==> config.mk <==
export PLATFORM = sky130hd
export DESIGN_NAME = adex_spike_monitor
export DESIGN_NICKNAME = d
export VERILOG_FILES = /design/src/rtl/adex_spike_monitor.sv
export SDC_FILE = /design/constraint.sdc
export NUM_CORES = 1
export LEC_CHECK = 0
export CAP_MARGIN = 30
export CORE_AREA = 2 2 86 88
export CTS_CLUSTER_SIZE = 24
export DETAILED_ROUTE_END_ITERATION = 10
export DIE_AREA = 0 0 88 90
export PLACE_DENSITY_LB_ADDON = 0.15
export SLEW_MARGIN = 20
export SYNTH_ARGS = -nofsm -noshare
export SYNTH_HDL_FRONTEND = slang
export SYNTH_SLANG_ARGS = --single-unit
export TNS_END_PERCENT = 50
==> constraint.sdc <==
create_clock -name clk -period 9 [get_ports clk]
set_input_delay 1.35 -clock clk [delete_from_list [all_inputs] [get_ports clk]]
set_output_delay 1.35 -clock clk [all_outputs]
set_load 0.03 [all_outputs]
==> src/rtl/adex_spike_monitor.sv <==
// Spike observer: ISI capture, per-window spike count and firing-pattern class; results 1 cycle after the event.
// No backpressure: outputs are registered pulses/levels, enable low freezes everything.
module adex_spike_monitor #(
  parameter int ISI_W      = 12,
  parameter int WIN_CYCLES = 1000,
  parameter int BURST_ISI  = 8
) (
  input  logic             clk,
  input  logic             rst_n,
  input  logic             enable,
  input  logic             clear,
  input  logic             spike_in,
  input  logic [1:0]       rd_sel,
  output logic [7:0]       rd_data,
  output logic             isi_valid,
  output logic [ISI_W-1:0] isi_last,
  output logic [7:0]       spike_count,
  output logic [1:0]       pattern,
  output logic             win_done
);

  localparam int WIN_W = (WIN_CYCLES > 2) ? $clog2(WIN_CYCLES) : 1;
  localparam logic [ISI_W-1:0] ISI_MAX   = '1;
  localparam logic [ISI_W:0]   BURST_THR = (ISI_W+1)'(BURST_ISI);
  localparam logic [WIN_W-1:0] WIN_LAST  = WIN_W'(WIN_CYCLES - 1);

  typedef enum logic [1:0] {IDLE, FIRST, TRACK} state_t;

  state_t           state, state_nxt;
  logic             spike_prev;
  logic             evt;
  logic [ISI_W-1:0] isi_cnt;
  logic [ISI_W-1:0] isi_prev;
  logic [WIN_W-1:0] win_cnt;
  logic [7:0]       win_spikes;
  logic [3:0]       n_short, n_long, n_reg;

  logic             cls_en, is_short, is_long;
  logic             inc_short, inc_long, inc_reg;
  logic [ISI_W:0]   long_thr;
  logic [3:0]       n_short_nxt, n_long_nxt, n_reg_nxt;
  logic [7:0]       spikes_nxt;
  logic [1:0]       pattern_nxt;
  logic             win_term;

  assign evt = spike_in & ~spike_prev & enable;

  // Edge history follows the input even through reset/clear.
  always_ff @(posedge clk) begin
    spike_prev <= spike_in;
  end

  always_ff @(posedge clk) begin
    if (!rst_n || clear) state <= IDLE;
    else                 state <= state_nxt;
  end

  always_comb begin
    state_nxt = state;
    if (evt) begin
      case (state)
        IDLE:    state_nxt = FIRST;
        FIRST:   state_nxt = TRACK;
        default: state_nxt = TRACK;
      endcase
    end
  end

  always_comb begin
    cls_en    = evt && (state != IDLE);
    long_thr  = {1'b0, isi_prev} + {3'b000, isi_prev[ISI_W-1:2]};
    is_short  = {1'b0, isi_cnt} < BURST_THR;
    is_long   = {1'b0, isi_cnt} > long_thr;
    // The ISI closing FIRST has no predecessor, so it is never "long".
    inc_short = cls_en && is_short;
    inc_long  = cls_en && !is_short && (state == TRACK) && is_long;
    inc_reg   = cls_en && !inc_short && !inc_long;

    n_short_nxt = (inc_short && n_short != 4'hf) ? n_short + 4'd1 : n_short;
    n_long_nxt  = (inc_long  && n_long  != 4'hf) ? n_long  + 4'd1 : n_long;
    n_reg_nxt   = (inc_reg   && n_reg   != 4'hf) ? n_reg   + 4'd1 : n_reg;
    spikes_nxt  = (evt && win_spikes != 8'hff) ? win_spikes + 8'd1 : win_spikes;

    if (spikes_nxt < 8'd2)          pattern_nxt = 2'd0;
    else if (n_short_nxt >= 4'd2)   pattern_nxt = 2'd3;
    else if (n_long_nxt > n_reg_nxt) pattern_nxt = 2'd2;
    else                            pattern_nxt = 2'd1;

    win_term = enable && (win_cnt == WIN_LAST);
  end

  always_ff @(posedge clk) begin
    if (!rst_n || clear) begin
      isi_cnt     <= '0;
      isi_prev    <= '0;
      isi_last    <= '0;
      isi_valid   <= 1'b0;
      win_cnt     <= '0;
      win_spikes  <= '0;
      n_short     <= '0;
      n_long      <= '0;
      n_reg       <= '0;
      spike_count <= '0;
      pattern     <= '0;
      win_done    <= 1'b0;
    end else begin
      isi_valid <= 1'b0;
      win_done  <= 1'b0;
      if (enable) begin
        if (evt)
          isi_cnt <= {{(ISI_W-1){1'b0}}, 1'b1};
        else if (state != IDLE && isi_cnt != ISI_MAX)
          isi_cnt <= isi_cnt + 1'b1;

        if (cls_en) begin
          isi_last  <= isi_cnt;
          isi_prev  <= isi_cnt;
          isi_valid <= 1'b1;
        end

        if (win_term) begin
          win_cnt     <= '0;
          spike_count <= spikes_nxt;
          pattern     <= pattern_nxt;
          win_done    <= 1'b1;
          win_spikes  <= '0;
          n_short     <= '0;
          n_long      <= '0;
          n_reg       <= '0;
        end else begin
          win_cnt    <= win_cnt + 1'b1;
          win_spikes <= spikes_nxt;
          n_short    <= n_short_nxt;
          n_long     <= n_long_nxt;
          n_reg      <= n_reg_nxt;
        end
      end
    end
  end

  always_comb begin
    case (rd_sel)
      2'd0:    rd_data = spike_count;
      2'd1:    rd_data = isi_last[ISI_W-1 -: 8];
      2'd2:    rd_data = {2'b00, n_short, pattern};
      default: rd_data = isi_last[7:0];
    endcase
  end

endmodule

==> results by stage <==
STA:
- The top achievable clock speed is 194.2 MHz.
- Across all hold checks on the routed design, the worst slack comes to between 0.4 and 0.5 ns.
- The number of pins exceeding their max-slew limit in the final report is 0.
- At the pin with the least slew margin, the transition time is 0.8305 ns.
- Setup repair after global routing left no endpoint under its margin.
- The accumulated negative setup slack is 0 ns.
- The number of hold violations in the final report is 0.
- The smallest clock period supported by the final layout is computed as about 5.1 ns.
- Setup violations remaining at the end of the flow were counted as 0.
- Dividing the final minimum period by the clock period gives 0.5720.
- For the final database, setup skew stands at 0.01253 ns.
- In this run the tightest slew margin relative to its limit is 0.4421.

Floorplan:
- The die is roughly 90 µm tall.
- The die width is 88 µm.
- The region available for standard cell placement spans between 7000 and 8000 µm².
- The cell row count is 31.
- The number of top-level pins is 39.
- The floorplan step defined a die boundary enclosing roughly 8000 µm².
- The starting utilization of the core area is 0.6010.

Worst setup path:
- Walking the worst path, the cells encountered are ha_1 -> a21o_1 -> a21o_1 -> a2111oi_0 -> o21ai_0 -> nor4b_1 -> a311oi_1 -> ha_1 -> a2111oi_0 -> o21ai_0 -> o21ai_2 -> o211a_2 -> mux2i_1 -> ha_1 -> nor2b_1 -> o21ai_0 -> nand2b_1 -> a21oi_1 -> a41oi_1 -> a211oi_1.
- STA classifies the critical path startpoint as a flop.
- STA puts the critical path data arrival time at around 5.4 ns.
- The number of buffers and inverters on the critical path is 0.
- In this run the worst path has a maximum fanout of 7.
- The worst register-to-register path begins at isi_prev[3]$_SDFFE_PP0P_.
- The length in cells of the worst reg-to-reg path is 20.
- The terminus of the critical flop-to-flop path is pattern[0]$_SDFFE_PP0P_.
- For the worst setup path, the data required time is slightly above 9 ns.
- The worst setup path startpoint is isi_prev[3]$_SDFFE_PP0P_.
- The stage delay of the slowest cell on the critical path is approximately 0.54 ns.
- The cell family contributing the most delay on the critical path is compound AO/OA/AOI/OAI gates.
- The critical path class is flop to flop.
- The critical path capture point is pattern[0]$_SDFFE_PP0P_.
- The critical path crosses 20 cells after its start point.
- The slowest cell on the critical path is sky130_fd_sc_hd__a2111oi_0.
- The worst setup path is captured at a flop.
- The worst register-to-register path has a setup slack of between 3 and 4 ns.

Drt:
- The detailed-route via count is 3815.
- The count of antenna-violating nets left after detailed routing is 0.
- After detailed routing, the number of remaining DRC violations is 0.
- In the routed layout, each cell is associated on average with a via count of between 5 and 6.
- The overall routed net length is between 10000 and 15000 µm.
- The number of iterations in the first detailed-routing pass is 5.
- The count of routing violations after the opening detailed-route iteration is between 200 and 250.
- The per-cell routed wire length is 16.26 µm.

Synthesis:
- In this run, synthesis inferred 0 flip-flops with an integrated enable.
- The proportion of synthesized flip-flops having asynchronous set or reset is 0.
- The post-synth design cell area is between 4000 and 5000 µm².
- The number of nets produced by synthesis is 540.
- Synthesis handed over a netlist of 500 instances.
- The number of warnings issued by yosys is 0.
- After synthesis, the netlist uses 55 different library cells.
- Averaged over all synthesized cells, the footprint is 8.438 µm².
- The share of synthesized area in the top cell type comes to 0.3274.
- Synthesis inferred 69 register bits.
- The post-synthesis sequential area ratio is 0.3274.
- The predominant post-synthesis flop cell is sky130_fd_sc_hd__dfxtp_1.
- Ranked by total cell area, the synthesized netlist is headed by sky130_fd_sc_hd__dfxtp_1 33%, sky130_fd_sc_hd__ha_1 9.5%, sky130_fd_sc_hd__nor2_1 5.3%.
- Of all cell types, the one taking the most synthesized area is sky130_fd_sc_hd__dfxtp_1.

Status:
- The flow ran to the end, and the final reports show no timing, DRC or antenna violations.

Cells and area:
- The largest registers in the layout are isi_cnt (12), isi_prev (12), win_cnt (10).
- For this run, the post-layout net count is 573.
- In the final layout, the share of cells above drive strength 1 is 0.06691.
- The antenna diode instance count is 0.
- Compared with the post-synthesis result, the final layout area differs by 16.04%.

Clocking:
- Buffers added to address setup during post-CTS repair amount to 0.
- After clock tree synthesis, the clock-pin slew on the worst setup and hold paths is around 0.08 ns.
- The number of H-tree levels is 3.
- TritonCTS built the clock tree.
- The CTS buffer count is 9.
- The CTS sink count is between 60 and 70.
- The number of buffers added to fix hold violations after cts is 0.
- The clock root buffer is sky130_fd_sc_hd__clkbuf_8.
- The clock latency on the worst-skew pair is 0.34 ns.
- The clock passes through at most 2 buffers.
- The number of gates resized after CTS is 0.

Power:
- The power density of the placed cells is 126.7 nW/µm².
- Internal power comes to about 0.00048 W.
- The sequential power share is 0.495.
- The reported leakage power is roughly 1.8 nW.
- Power comes to just over 0.0006 W.
- IR analysis of the VDD net gives a maximum drop of roughly 0.00011 V.
- The switching fraction of total power is 0.2278.
- The logic gate share of total power is 0.031.
- Of the total power, the clock network draws 0.474.
- The switching component of the power is about 0.00014 W.

Place:
- At the end of routability-driven placement, the weighted congestion stood at around 0.90.
- The HPWL after detailed placement is 7740 µm.
- The total of buffers placed on input and output ports is 38.

GRT:
- The first-pass GRT wire length is 17600 µm.
- The global-route congestion overflow total is 0.
- The via count of the first global-routing pass is 3668.
- The initial antenna violation count came to 0.
- For this run, the total global-route usage over all layers was measured as 0.2805.
- The pin count of the biggest net entering global routing is 32.

Flow run:
- The tool flagged a number of max-cap violations equal to 0.

Hold path:
- The kind of path behind the tightest hold check is flop to flop.
==> worst register-to-register path: stages, from the launching register on <==
cell                        delay (ns)
sky130_fd_sc_hd__dfxtp_1          0.42
sky130_fd_sc_hd__ha_1             0.26
sky130_fd_sc_hd__a21o_1           0.18
sky130_fd_sc_hd__a21o_1           0.20
sky130_fd_sc_hd__a2111oi_0        0.54
sky130_fd_sc_hd__o21ai_0          0.28
sky130_fd_sc_hd__nor4b_1          0.31
sky130_fd_sc_hd__a311oi_1         0.09
sky130_fd_sc_hd__ha_1             0.23
sky130_fd_sc_hd__a2111oi_0        0.36
sky130_fd_sc_hd__o21ai_0          0.21
sky130_fd_sc_hd__o21ai_2          0.40
sky130_fd_sc_hd__o211a_2          0.31
sky130_fd_sc_hd__mux2i_1          0.20
sky130_fd_sc_hd__ha_1             0.27
sky130_fd_sc_hd__nor2b_1          0.13
sky130_fd_sc_hd__o21ai_0          0.14
sky130_fd_sc_hd__nand2b_1         0.07
sky130_fd_sc_hd__a21oi_1          0.19
sky130_fd_sc_hd__a41oi_1          0.08
sky130_fd_sc_hd__a211oi_1         0.20
==> cell usage after synthesis (all sizes together) (13+ instances only) <==
master,count
dfxtp,69
nor2,61
nand2,56
a21oi,37
ha,32
o21ai,24
nand3,23
xor2,18
mux2i,16
clkbuf,15
nand4,14
xnor2,13
==> metal layers <==
metal | vias to the layer above | share of wire | track usage
met5 | - | 0 | 0
met4 | 0 | 0.022 | 0.1269
met3 | 22 | 0.062 | 0.04132
met2 | 136 | 0.48 | 0.4350
met1 | 1787 | 0.44 | 0.3823
li1 | 1870 | - | -
==> cells in the final DEF, fill, tap and decap left out, types with 4 or more instances in the layout <==
| master | Yosys | layout |
|---|---|---|
| sky130_fd_sc_hd__a211oi_1 | 8 | 8 |
| sky130_fd_sc_hd__a21o_1 | 6 | 6 |
| sky130_fd_sc_hd__a21oi_1 | 37 | 37 |
| sky130_fd_sc_hd__and2_1 | 5 | 5 |
| sky130_fd_sc_hd__and3_1 | 9 | 9 |
| sky130_fd_sc_hd__and4_1 | 4 | 4 |
| sky130_fd_sc_hd__clkbuf_8 | 0 | 10 |
| sky130_fd_sc_hd__clkdlybuf4s50_1 | 0 | 38 |
| sky130_fd_sc_hd__dfxtp_1 | 69 | 69 |
| sky130_fd_sc_hd__ha_1 | 32 | 32 |
| sky130_fd_sc_hd__inv_1 | 10 | 10 |
| sky130_fd_sc_hd__mux2i_1 | 16 | 16 |
| sky130_fd_sc_hd__mux4_2 | 6 | 6 |
| sky130_fd_sc_hd__nand2_1 | 56 | 56 |
| sky130_fd_sc_hd__nand2b_1 | 7 | 6 |
| sky130_fd_sc_hd__nand3_1 | 23 | 23 |
| sky130_fd_sc_hd__nand4_1 | 14 | 14 |
| sky130_fd_sc_hd__nor2_1 | 60 | 59 |
| sky130_fd_sc_hd__nor2b_1 | 8 | 8 |
| sky130_fd_sc_hd__nor3_1 | 8 | 8 |
| sky130_fd_sc_hd__o211ai_1 | 4 | 4 |
| sky130_fd_sc_hd__o21a_1 | 6 | 6 |
| sky130_fd_sc_hd__o21ai_0 | 21 | 21 |
| sky130_fd_sc_hd__or3_1 | 9 | 9 |
| sky130_fd_sc_hd__xnor2_1 | 13 | 13 |
| sky130_fd_sc_hd__xor2_1 | 18 | 18 |
==> per-stage QoR <==
stage | cells | setup WS, ns | utilization | instance area (µm²)
detailed placement | 621 | 3.947 | 0.6641 | 4662
finish | 637 | 3.852 | 0.6974 | 4896
floorplan | 500 | 4.201 | - | 4219
global route | 637 | 3.301 | 0.6974 | 4896
global placement | 621 | 4.046 | 0.6637 | 4659
CTS | 637 | 3.937 | 0.6970 | 4893
==> final cells by class <==
cell class                      count  area [µm²]
Clock inverter                      6       93.84
Sequential cell                    69        1381
Timing Repair Buffer               40       395.4
Fill cell                         565        2125
Tap cell                           99       123.9
Inverter                           10       37.54
Clock buffer                       10       137.6
Multi-Input combinational cell    403        2726
==> power groups by stage <==
stage | registers [W] | clock network (W) | logic (W)
6_report | 0.000307 | 0.000294 | 0.0000194
5_1_grt | 0.000307 | 0.000309 | 0.0000209
4_1_cts | 0.000307 | 0.000296 | 0.0000191
3_5_place_dp | 0.000314 | 0 | 0.0000191
3_3_place_gp | 0.000314 | 0 | 0.0000186
2_1_floorplan | 0.000314 | 0 | 0.0000128
==> cell families (layout without fill, tap and decap cells) <==
kind of cell,count (synthesis),count (layout),share of synthesized area
xor+xnor,31,31,0.06435
simple gates,215,215,0.2547
flops,69,69,0.3274
compound gates,101,101,0.1536
fa+ha+maj,33,33,0.09964
mux,23,23,0.07266
buf+inv,28,66,0.02758
==> how the worst min path moves through the flow <==
stage                       startpoint                 endpoint  slack (ns)  depth (start not counted)
3_5_place_dp   win_cnt[1]$_SDFFE_PP0P_  win_cnt[1]$_SDFFE_PP0P_        0.48                          2
3_3_place_gp   win_cnt[1]$_SDFFE_PP0P_  win_cnt[1]$_SDFFE_PP0P_        0.47                          2
2_1_floorplan   n_long[1]$_SDFFE_PP0P_   n_long[1]$_SDFFE_PP0P_        0.46                          2
4_1_cts        win_cnt[1]$_SDFFE_PP0P_  win_cnt[1]$_SDFFE_PP0P_        0.49                          2
5_1_grt        win_cnt[1]$_SDFFE_PP0P_  win_cnt[1]$_SDFFE_PP0P_        0.51                          2
6_report       win_cnt[1]$_SDFFE_PP0P_  win_cnt[1]$_SDFFE_PP0P_        0.49                          2
Note: power is estimated with default switching activity, not from simulation.
